$ cat config.mk
export PLATFORM = sky130hd
export DESIGN_NAME = decoder_seq
export DESIGN_NICKNAME = d
export VERILOG_FILES = /design/src/rtl/decoder_seq_pkg.sv /design/src/rtl/decoder_seq_table.sv /design/src/rtl/decoder_seq.sv
export SDC_FILE = /design/constraint.sdc
export NUM_CORES = 1
export LEC_CHECK = 0
export CORE_MARGIN = 10
export CORE_UTILIZATION = 44
export CTS_CLUSTER_SIZE = 20
export DETAILED_ROUTE_END_ITERATION = 10
export MAX_ROUTING_LAYER = met4
export PLACE_DENSITY = 0.79
export SETUP_SLACK_MARGIN = 0.02
export SYNTH_ARGS = -nofsm -noshare
export SYNTH_HDL_FRONTEND = slang
export SYNTH_SLANG_ARGS = --single-unit
$ cat constraint.sdc
create_clock -name clk_2 -period 2.8 [get_ports clk_2]
set_clock_uncertainty 0.05 [all_clocks]
set_input_delay 0.42 -clock clk_2 [delete_from_list [all_inputs] [get_ports clk_2]]
set_output_delay 0.42 -clock clk_2 [all_outputs]
set_load 0.05 [all_outputs]
$ cat src/rtl/decoder_seq_pkg.sv
// decoder_seq_pkg: shared opcode, ALU, operand-mux and mode encodings for the decode sequencer
package decoder_seq_pkg;
  localparam logic [7:0] RESET_OP_DEF = 8'hEA;
  localparam logic [7:0] OP_JMP = 8'h4C;
  localparam logic [3:0] ALU_ADD = 4'd0;
  localparam logic [3:0] ALU_ADC = 4'd1;
  localparam logic [3:0] ALU_SBC = 4'd2;
  localparam logic [3:0] ALU_AND = 4'd3;
  localparam logic [3:0] ALU_EOR = 4'd4;
  localparam logic [3:0] ALU_ORA = 4'd5;
  localparam logic [3:0] ALU_PASS = 4'd11;
  localparam logic [3:0] ALU_CMP = 4'd12;
  localparam logic [1:0] MUX_X = 2'd0;
  localparam logic [1:0] MUX_Y = 2'd1;
  localparam logic [1:0] MUX_SP = 2'd2;
  localparam logic [1:0] MUX_IMM = 2'd3;
  localparam logic [2:0] AAA_STA = 3'd4;
  localparam logic [2:0] AAA_CMP = 3'd6;
  typedef enum logic [2:0] {T0, T1, T2, T3} t_state_e;
  typedef enum logic [2:0] {M_NOP, M_IMM, M_ZP, M_ABS, M_JMP} mode_e;
  typedef struct packed {
    logic sync;
    logic w_rd;
    logic pc_data;
    logic increment;
    logic addr_lo_load;
    logic addr_hi_load;
    logic accumulator_con;
    logic status_con;
    logic branch_uncon;
    logic [3:0] alu_op;
    logic [1:0] operand_mux_con;
  } ctrl_t;
  function automatic logic [3:0] alu_code(input logic [2:0] aaa);
    return aaa == 3'd0 ? ALU_ORA :
           aaa == 3'd1 ? ALU_AND :
           aaa == 3'd2 ? ALU_EOR :
           aaa == 3'd3 ? ALU_ADC :
           aaa == 3'd6 ? ALU_CMP :
           aaa == 3'd7 ? ALU_SBC : ALU_PASS;
  endfunction
endpackage

$ cat src/rtl/decoder_seq_table.sv
// decoder_seq_table: combinational (IR, T-state) to control-word lookup with last-cycle flag
module decoder_seq_table import decoder_seq_pkg::*; (
  input  logic [7:0] ir,
  input  t_state_e   t,
  output ctrl_t      cw,
  output logic       last
);
  logic [2:0] aaa, bbb;
  logic [1:0] cc;
  mode_e mode;
  t_state_e last_t;
  logic commit;
  assign {aaa, bbb, cc} = ir;
  assign mode = ir == OP_JMP ? M_JMP :
                cc != 2'b01 ? M_NOP :
                bbb == 3'b010 ? M_IMM :
                bbb == 3'b001 ? M_ZP :
                bbb == 3'b011 ? M_ABS : M_NOP;
  assign last_t = mode == M_ABS ? T3 : (mode == M_ZP || mode == M_JMP) ? T2 : T1;
  // any state at or beyond the mode's final cycle ends the instruction, so nothing can hang
  assign last = t >= last_t;
  assign commit = last && (mode == M_IMM || mode == M_ZP || mode == M_ABS);
  always_comb begin
    cw = '0;
    cw.sync = t == T0;
    cw.pc_data = 1'b1;
    cw.increment = t == T0 || (t == T1 && mode != M_NOP) || (t == T2 && mode == M_ABS);
    cw.addr_lo_load = t == T1 && (mode == M_ZP || mode == M_ABS || mode == M_JMP);
    cw.addr_hi_load = (t == T1 && mode == M_ZP) || (t == T2 && mode == M_ABS);
    cw.branch_uncon = t == T2 && mode == M_JMP;
    if (commit) begin
      cw.pc_data = mode == M_IMM;
      cw.alu_op = alu_code(aaa);
      cw.operand_mux_con = MUX_IMM;
      cw.w_rd = aaa == AAA_STA;
      cw.status_con = aaa != AAA_STA;
      cw.accumulator_con = aaa != AAA_STA && aaa != AAA_CMP;
    end
  end
endmodule

$ cat src/rtl/decoder_seq.sv
// decoder_seq: opcode sequencer holding the T-state counter and IR, with stall, flush and reset gating
module decoder_seq import decoder_seq_pkg::*; #(
  parameter int DATA_W = 8,
  parameter logic [7:0] RESET_OP = RESET_OP_DEF,
  parameter int ALU_W = 4
) (
  input  logic              clk_2,
  input  logic              rst,
  input  logic              ready,
  input  logic              flush,
  input  logic [DATA_W-1:0] instruction,
  output logic              sync,
  output logic [2:0]        t_state,
  output logic              w_rd,
  output logic              pc_data,
  output logic              increment,
  output logic              addr_lo_load,
  output logic              addr_hi_load,
  output logic              accumulator_con,
  output logic              status_con,
  output logic              branch_uncon,
  output logic [ALU_W-1:0]  alu_op,
  output logic [1:0]        operand_mux_con
);
  t_state_e t, t_nxt;
  logic [7:0] ir, ir_nxt;
  ctrl_t cw;
  logic last;
  logic unused_bus;
  assign unused_bus = ^instruction;
  decoder_seq_table u_table (.ir(ir), .t(t), .cw(cw), .last(last));
  always_ff @(posedge clk_2 or negedge rst)
    if (!rst) begin
      t <= T0;
      ir <= RESET_OP;
    end else begin
      t <= t_nxt;
      ir <= ir_nxt;
    end
  always_comb begin
    t_nxt = t;
    ir_nxt = ir;
    if (flush) begin
      t_nxt = T0;
      ir_nxt = RESET_OP;
    end else if (ready) begin
      t_nxt = t == T0 ? T1 : last ? T0 : t_state_e'(t + 3'd1);
      ir_nxt = t == T0 ? instruction[7:0] : ir;
    end
  end
  assign t_state = t;
  assign sync = cw.sync;
  assign pc_data = cw.pc_data;
  // reset only needs increment masked: the async clear already forces T0, whose other enables are 0
  assign increment = rst & ready & cw.increment;
  assign w_rd = ready & cw.w_rd;
  assign addr_lo_load = ready & cw.addr_lo_load;
  assign addr_hi_load = ready & cw.addr_hi_load;
  assign accumulator_con = ready & cw.accumulator_con;
  assign status_con = ready & cw.status_con;
  assign branch_uncon = ready & cw.branch_uncon;
  assign alu_op = ALU_W'(cw.alu_op);
  assign operand_mux_con = cw.operand_mux_con;
endmodule

# After elaboration in Yosys (flattened, before gate mapping)
# Cells that the tools add are included.
# totals
output_inout_bits,18
inputBits,12
register_bits,11
wordCells,75
# op_classes
bitwise,8
addsub,1
n_lt_le_gt_ge,1
muxes,23
n_eq_ne,19
reduce_logical,21
# ops
cell,count
two-way mux 3 bit,9
two-way mux 4 bit,6
two-way mux 8 bit,3
"equality test 3 x 2 -> 1 bit, second input constant",7
"equality test 3 x 1 -> 1 bit, second input constant",4
"equality test 3 bit, second input constant",4
AND 1 bit,8
"equality test 8 x 7 -> 1 bit, second input constant",1
logical OR 1 bit,8
two-way mux 2 bit,4
logical AND 1 bit,7
logical NOT 3 bit,2
two-way mux 6 bit,1
"inequality test 3 bit, second input constant",2
nonzero test 2 bit,2
"adder 3 x 1 -> 3 bit, second input constant",1
>= comparator 3 bit,1
nonzero test 3 bit,1
"inequality test 2 x 1 -> 1 bit, second input constant",1
AND reduction 2 bit,1

# Longest topological paths before layout
# Gate-level depths: netlist (run 1).
# depth
ltp_word,15
depth_mapped,9
ltp_nobuf,8

# By module
# Synthesis (run 1) repeated with hierarchy kept, for this count alone.
# hier_totals
cells_unflattened,110
area_unflattened_um2,949.7
# by_module_without_submodules
mod,cells_per_inst,area_each_um2,seq_area_each_um2,instances
decoder_seq,62,635.6,281.5,1
decoder_seq_table,48,314.1,0.0,1

# Worst setup path after synthesis (run 1)
# No wires, ideal clock.
# synth_path
kind,register -> output
from,reg ir[0]
to,out alu_op[3]
path_buffers,0
required_time_ps,2330
t_arrival_ps,2971
path_slack_ps,-641
path_stages_with_launch,9
path_cell_list,dfrtp_1 -> or3_4 -> o31ai_4 -> nand2_1 -> ha_1 -> nand2b_1 -> a211o_1 -> nand2_1 -> a211oi_1
# synth_between
elab_chain_len,10
word_cells_on_any_way,16
cone_classes,order compare (1); eq/ne (6); mux (5); reduce/logical (4)
# synth_rtl
element,line_no,source
"start, declared",decoder_seq.sv:26,"logic [7:0] ir, ir_nxt;"
"start signal, assigned",decoder_seq.sv:38,ir <= ir_nxt;
inequality test 2 x 1 -> 1 bit,decoder_seq_table.sv:15,cc != 2'b01 ? M_NOP :
two-way mux 3 bit,decoder_seq_table.sv:15,
two-way mux 3 bit *,decoder_seq_table.sv:14,assign mode = ir == OP_JMP ? M_JMP :
equality test 3 x 2 -> 1 bit or equality test 3 bit (tied branches),"decoder_seq_table.sv:19, decoder_seq_table.sv:22",
logical OR 1 bit,decoder_seq_table.sv:19,assign last_t = mode == M_ABS ? T3 : (mode == M_ZP || mode == M_JMP) ? T2 : T1;
two-way mux 2 bit,decoder_seq_table.sv:19,
two-way mux 3 bit,decoder_seq_table.sv:19,
>= comparator 3 bit,decoder_seq_table.sv:21,assign last = t >= last_t;
logical AND 1 bit *,decoder_seq_table.sv:22,assign commit = last && (mode == M_IMM || mode == M_ZP || mode == M_ABS);
two-way mux 6 bit *,decoder_seq_table.sv:31,if (commit) begin
"end, declared",decoder_seq.sv:22,"output logic [ALU_W-1:0] alu_op,"
# Mark *: on every way between the ends. The rest lies on a longest branch, timed or not.

# Worst setup path after layout (run 1)
# layout_path
from,reg ir[5]
to,out w_rd
# layout_between
elab_chain_len,10
word_cells_on_any_way,16
cone_classes,order compare (1); eq/ne (6); mux (4); bitwise (1); reduce/logical (4)
# layout_rtl
element,line_no,source
equality test 8 x 7 -> 1 bit,decoder_seq_table.sv:14,
two-way mux 3 bit,decoder_seq_table.sv:14,
equality test 3 x 2 -> 1 bit or equality test 3 bit (tied branches),"decoder_seq_table.sv:19, decoder_seq_table.sv:22",
logical OR 1 bit,decoder_seq_table.sv:19,
two-way mux 2 bit,decoder_seq_table.sv:19,
two-way mux 3 bit,decoder_seq_table.sv:19,
>= comparator 3 bit,decoder_seq_table.sv:21,
logical AND 1 bit,decoder_seq_table.sv:22,
two-way mux 2 bit *,decoder_seq_table.sv:31,
AND 1 bit *,decoder_seq.sv:56,assign w_rd = ready & cw.w_rd;
"end, declared",decoder_seq.sv:14,"output logic w_rd,"
# Marks and branches as above.

==> summary.txt, run 1 <==
Run status
  – Status: finished, violations left
  – Failing checks: setup timing

Clocking
  – CTS tree: built
  – Clock slew at reported path FFs: 0.06 ns
  – Root buffer cell: clkbuf_4
  – Post-CTS Hold Fix Bufs: 0
  – Htree depth: 1
  – CTS max path bufs: 2
  – Clock Sink Count: 11
  – Worst skew pair latency: 0.27 ns
  – Num CTS Buffers: 3

Die
  – I/O pins: 30
  – Core Region: 0.00176 mm²
  – Die footprint: 0.00406 mm²
  – Die Height: 63.7 µm
  – Starting density of the core: 47.7%
  – DIE WIDTH: 63.7 µm
  – Cell Rows: 15

Logic synthesis
  – Largest area contributor in the netlist: dfrtp_1
  – Synthesized net count: 118
  – Post-synth EDFFs: 0
  – Proportion of netlist area held by the largest area contributor: 17.8%
  – Count leader, synth: nand2_1
  – Yosys warning count: 0
  – Dominant synthesized flop cell: dfrtp_1
  – Synthesized cell area: 842 µm²
  – Top post-synthesis cells by area: dfrtp_1, dfstp_2, nand2_1
  – Syn_area_per_cell: 8.42 µm²
  – Synthesized flop and latch total: 11
  – Yosys cell types: 33
  – Synth cell count leaders: nand2_1, nor2_1
  – Sequential share of the synthesized area: 33.4%
  – Synth async-reset ratio: 100%
  – Mapped Cells: 100

Cells and area
  – Layout area overhead: 72.2%
  – Layout cells sized above 1: 38.1%
  – Ant. Diodes: 0
  – Design Area, Final: 0.00145 mm²
  – # nets final: 158

Power
  – Final Power: 0.000453 W
  – Share of total power in combinational logic: 35.1%
  – Worst VDD drop: 341 µV
  – Leak Pwr: 0.638 nW
  – Switching Fraction: 33.0%
  – Seq pwr share: 41.5%
  – Internal power: 0.000304 W
  – Psw: 0.000150 W
  – Clock share of power: 23.5%
  – Pwr/cell area: 313 mW/mm²

Critical path
  – Reg2Reg Launch Point: ir[5]
  – Worst path max stage delay: 0.40 ns
  – Crit path cell chain: or3_4 > o31ai_4 > nand2_1 > ha_1 > nand2b_4 > a211o_4 > nand3_4 > nor3_4 > buf_12
  – Crit path kind: reg2out
  – Worst EP arrival: 2.45 ns
  – RR Endpoint: t_state[2]
  – Worst path required time: 2.33 ns
  – Critical Path Source: ir[5]
  – CP Buf/Inv Count: 1
  – R2R cell count: 10
  – Critical path's top delay family: simple AND/OR/NAND/NOR gates
  – Startpoint types: flip-flop
  – CP max-delay cell: or3_4
  – Crit-path max FO: 4
  – Worst Setup End Kind: output pin
  – R2R Setup Slk: 0.15 ns

Global routing
  – Remaining Overflow, GRT: 0
  – First-pass GRT wire length: 3.93 mm
  – Vias in the first global route: 857
  – Initial antenna violation count: 0
  – Aggregate global-route resource usage: 11.9%
  – Largest net degree at the start of global routing: 13

Detailed routing
  – Wirelength, routed: 2.52 mm
  – Initial DRC Count: 25
  – Vias per cell: 5.28
  – Final ANT Viol Nets: 0
  – Drt wl/cell: 15.3 µm
  – Detailed-route via count: 866
  – DRC: 0
  – DR pass1 iterations: 4

STA
  – Final Max Tran Viols: 0
  – Final Setup Violations: 10
  – Hold WS: 0.399 ns
  – Worst slew pin tran: 0.596 ns
  – Final Hold Viols: 0
  – Slew HR: 59.9%
  – Minimum clock period: 2.92 ns
  – Setup ws final: -0.117 ns
  – Final period utilization: 104%
  – Fmax: 343 MHz
  – RSZ-0062 raised after global routing: true

Placed design
  – IO buf count: 29
  – Gpl congestion: 0.908
  – Area after DPL: 0.00128 mm²
  – Final HPWL DP: 1.91 mm

Job
  – Max-capacitance violation count: 0

Min path
  – Hold crit path type: in2async
## area by class of cell
cell class | count | area, µm²
clock buffers | 4 | 26.3
fillers | 116 | 314
inverters | 7 | 28.8
multi-input cells | 77 | 611
flip-flops and latches | 11 | 282
well taps | 25 | 31.3
repair buffers | 40 | 472
## cell families (layout without fill, tap and decap cells)
| group | count (synthesis) | in the layout | synth area share [%] |
|---|---|---|---|
| AOI/OAI and AO/OA | 17 | 17 | 15.9 |
| adders and majority gates | 6 | 6 | 8.92 |
| buffers and inverters | 12 | 51 | 6.39 |
| DFF | 11 | 11 | 33.4 |
| muxes | 1 | 1 | 1.19 |
| and+or+nand+nor | 53 | 53 | 34.2 |
## repair_timing
item	in CTS	in global routing
gates resized for setup	12	10
pin swaps	5	2
buffers inserted	2	3
endpoints found under the setup margin	10	10
## through the flow
stage / setup TNS (ns) / setup WS, ns / utilization, % / instances
CTS: -0.929 / -0.117 / 77.9 / 161
global placement: 0 / 0.0458 / 72.6 / 155
floorplan: -0.572 / -0.188 / - / 100
finish: -0.999 / -0.117 / 82.2 / 164
global route: -1.91 / -0.207 / 82.2 / 164
detailed placement: -0.0485 / -0.0272 / 72.6 / 155
## flip-flops by register name, summed over array words and instances, names as in the netlist
name,cells
t_state,3
ir,8
## power groups by stage
stage               registers (W)  clock network (W)   logic, W
finish                   0.000188           0.000106   0.000159
global route             0.000190           0.000120   0.000171
CTS                      0.000187           0.000113   0.000140
detailed placement       0.000189                  0   0.000133
global placement         0.000188                  0   0.000130
floorplan                0.000194                  0  0.0000735
## worst max-delay path by stage
stage | endpoint | slack, ns | cells after the start
6_report | w_rd | -0.12 | 9
4_1_cts | alu_op[3] | -0.12 | 9
2_1_floorplan | branch_uncon | -0.19 | 4
3_3_place_gp | status_con | 0.05 | 9
5_1_grt | w_rd | -0.21 | 9
3_5_place_dp | status_con | -0.03 | 9
## layout by cell type (no fill, tap or decap), drive strengths merged
master         netlist  routed
a211o                3       3
a211oi               2       2
a21oi                6       6
a2bb2oi              1       1
and2                 1       1
and3                 1       1
buf                  3      25
clkbuf               2       4
clkdlybuf4s50        0      15
dfrtp                6       6
dfstp                5       5
ha                   6       6
inv                  7       7
mux2i                1       1
nand2               22      22
nand2b               4       4
nand3                1       1
nand3b               4       4
nand4b               1       1
nand4bb              2       2
nor2                 9       9
nor2b                1       1
nor3                 3       3
nor3b                1       1
nor4                 1       1
nor4b                1       1
o211ai               1       1
o21ai                1       1
o31ai                1       1
o32a                 2       2
or3                  1       1
## metal layers
| layer | share of wire [%] | GRT usage [%] | routed length, µm |
|---|---|---|---|
| met1 | 42 | 13.2 | 1050 |
| met2 | 52 | 19.6 | 1320 |
| met3 | 4.4 | 2.44 | 112 |
| met4 | 1.4 | 6.28 | 34 |
| met5 | 0 | - | 0 |
Note: power is estimated with default switching activity, not from simulation.
==> run 2, diff against run 1 <==
Settings changed: GPL_TIMING_DRIVEN from default to 0.
==> run 2 against run 1 <==
Against the previous run:
- the run still ends with setup timing left
- sequential share of layout area rose by 1.3 points
- combinational power fell by 10%
- core utilization fell by 5.2 points
- worst setup slack got worse by 0.087 ns
- critical path type unchanged
- sequential cell count did not move
- final area fell by 6.3%
- highest routed layer unchanged
- total power fell by 3.1%
- clock power barely moved
==> summary.txt, run 2 (synthesis gave the netlist of run 1 again) <==
Run status
  – Status: finished, violations left
  – Failing checks: setup timing

Critical path
  – CP max-delay cell: or3_4
  – R2R cell count: 9
  – Critical Path Source: ir[0]
  – Worst EP arrival: 2.53 ns
  – Critical Path End: operand_mux_con[0]
  – Startpoint types: flip-flop
  – Critical Path Stages: 10
  – R2R Setup Slk: 0.26 ns
  – RR Endpoint: t_state[0]
  – Crit path kind: reg2out
  – Worst path required time: 2.33 ns
  – Worst path max stage delay: 0.41 ns
  – Crit path cell chain: or3_4 > o31ai_4 > nand2_1 > ha_1 > nand2b_4 > a211o_4 > nand2_4 > inv_2 > buf_6 > buf_8
  – Reg2Reg Launch Point: ir[0]
  – CP Buf/Inv Count: 3
  – Worst Setup End Kind: output pin
  – Crit-path max FO: 5
  – Critical path's top delay family: simple AND/OR/NAND/NOR gates

Die
  – DIE WIDTH: 63.7 µm
  – Starting density of the core: 47.7%
  – Die footprint: 0.00406 mm²
  – I/O pins: 30
  – Core Region: 0.00176 mm²
  – Die Height: 63.7 µm
  – Cell Rows: 15

Detailed routing
  – DRC: 0
  – Drt wl/cell: 14.9 µm
  – Wirelength, routed: 2.43 mm
  – Final ANT Viol Nets: 0
  – Vias per cell: 5.25
  – Detailed-route via count: 855
  – Initial DRC Count: 21
  – DR pass1 iterations: 4

Clocking
  – Root buffer cell: clkbuf_4
  – Post-CTS Hold Fix Bufs: 0
  – Clock Sink Count: 11
  – Clock slew at reported path FFs: 0.07 ns
  – Htree depth: 1
  – Num CTS Buffers: 3
  – CTS tree: built
  – Worst skew pair latency: 0.27 ns
  – CTS max path bufs: 2

Global routing
  – Vias in the first global route: 852
  – First-pass GRT wire length: 3.99 mm
  – Remaining Overflow, GRT: 0
  – Largest net degree at the start of global routing: 13
  – Initial antenna violation count: 0
  – Aggregate global-route resource usage: 12.0%

Power
  – Share of total power in combinational logic: 32.5%
  – Seq pwr share: 43.5%
  – Psw: 0.000145 W
  – Leak Pwr: 0.614 nW
  – Internal power: 0.000294 W
  – Clock share of power: 24.0%
  – Switching Fraction: 33.0%
  – Pwr/cell area: 323 mW/mm²
  – Worst VDD drop: 269 µV

STA
  – Setup ws final: -0.203 ns
  – Final Setup Violations: 10
  – Final Max Tran Viols: 0
  – Final Hold Viols: 0
  – Final period utilization: 107%
  – RSZ-0062 raised after global routing: true
  – Slew HR: 65.6%
  – Minimum clock period: 3.00 ns
  – Worst slew pin tran: 0.514 ns
  – Total negative slack: -1.29 ns
  – Fmax: 333 MHz

Min path
  – Hold crit path type: in2async

Cells and area
  – Multi-input logic area: 608 µm²
  – Design Area, Final: 0.00136 mm²
  – Layout area overhead: 61.4%
  – FILL cells: 137
  – Most common cell after layout, fill and taps aside: nand2_1
  – Most flop-heavy register: ir
  – Largest register FFs: 8
  – Final design utilization: 77.0%
  – # nets final: 157
  – Register area: 282 µm²
  – Ant. Diodes: 0
  – Layout cells sized above 1: 36.2%
  – Most frequent cells in the layout: nand2_1, clkdlybuf4s50_1, nor2_1, buf_6

Job
  – Max-capacitance violation count: 0

Placed design
  – IO buf count: 29
  – Gpl congestion: 0.802
  – Final HPWL DP: 1.77 mm
  – Area after DPL: 0.00120 mm²
## run 2: worst min path at each step
stage,endpoint,slack [ns],depth (start not counted)
2_1_floorplan,ir[0],0.07,0
3_3_place_gp,ir[3],0.45,2
3_5_place_dp,ir[3],0.46,2
4_1_cts,ir[4],0.45,1
5_1_grt,t_state[2],0.47,1
6_report,ir[4],0.44,1
## run 2: per-stage QoR
step	hold slack [ns]	power (W)	setup slack, ns	cells
floorplan	0.0744	0.000267	-0.188	100
detailed placement	0.455	0.000312	-0.728	154
CTS	0.451	0.000438	-0.211	162
global route	0.472	0.000465	-0.304	163
global placement	0.447	0.000309	-0.682	154
finish	0.443	0.000439	-0.203	163
## run 2: timing repair
action                                  in CTS  in global routing
pin swaps                                    7                  1
endpoints found under the setup margin      14                 14
gates resized for setup                     93                 10
setup buffers                                4                  1
## run 2: per-layer routing
layer  wire, µm  global-route usage (%)  vias up
met4         28                    4.92        0
met5          0                       -        -
li1           -                       -      422
met2       1250                    20.1       21
met3        109                    2.61        4
met1       1050                    13.4      408
## run 2: power groups by stage
stage	sequential [W]	combinational, W	clock, W
6_report	0.000191	0.000143	0.000105
5_1_grt	0.000193	0.000153	0.000119
4_1_cts	0.000190	0.000138	0.000111
3_5_place_dp	0.000193	0.000119	0
3_3_place_gp	0.000192	0.000117	0
2_1_floorplan	0.000194	0.0000735	0
## run 2: layout make-up
class | instances | area share [%]
Buffer | 5 | 2.67
Clock buffer | 4 | 1.93
Inverter | 7 | 1.93
Multi-Input combinational cell | 77 | 44.8
Sequential cell | 11 | 20.7
Tap cell | 25 | 2.30
Timing Repair Buffer | 34 | 25.7
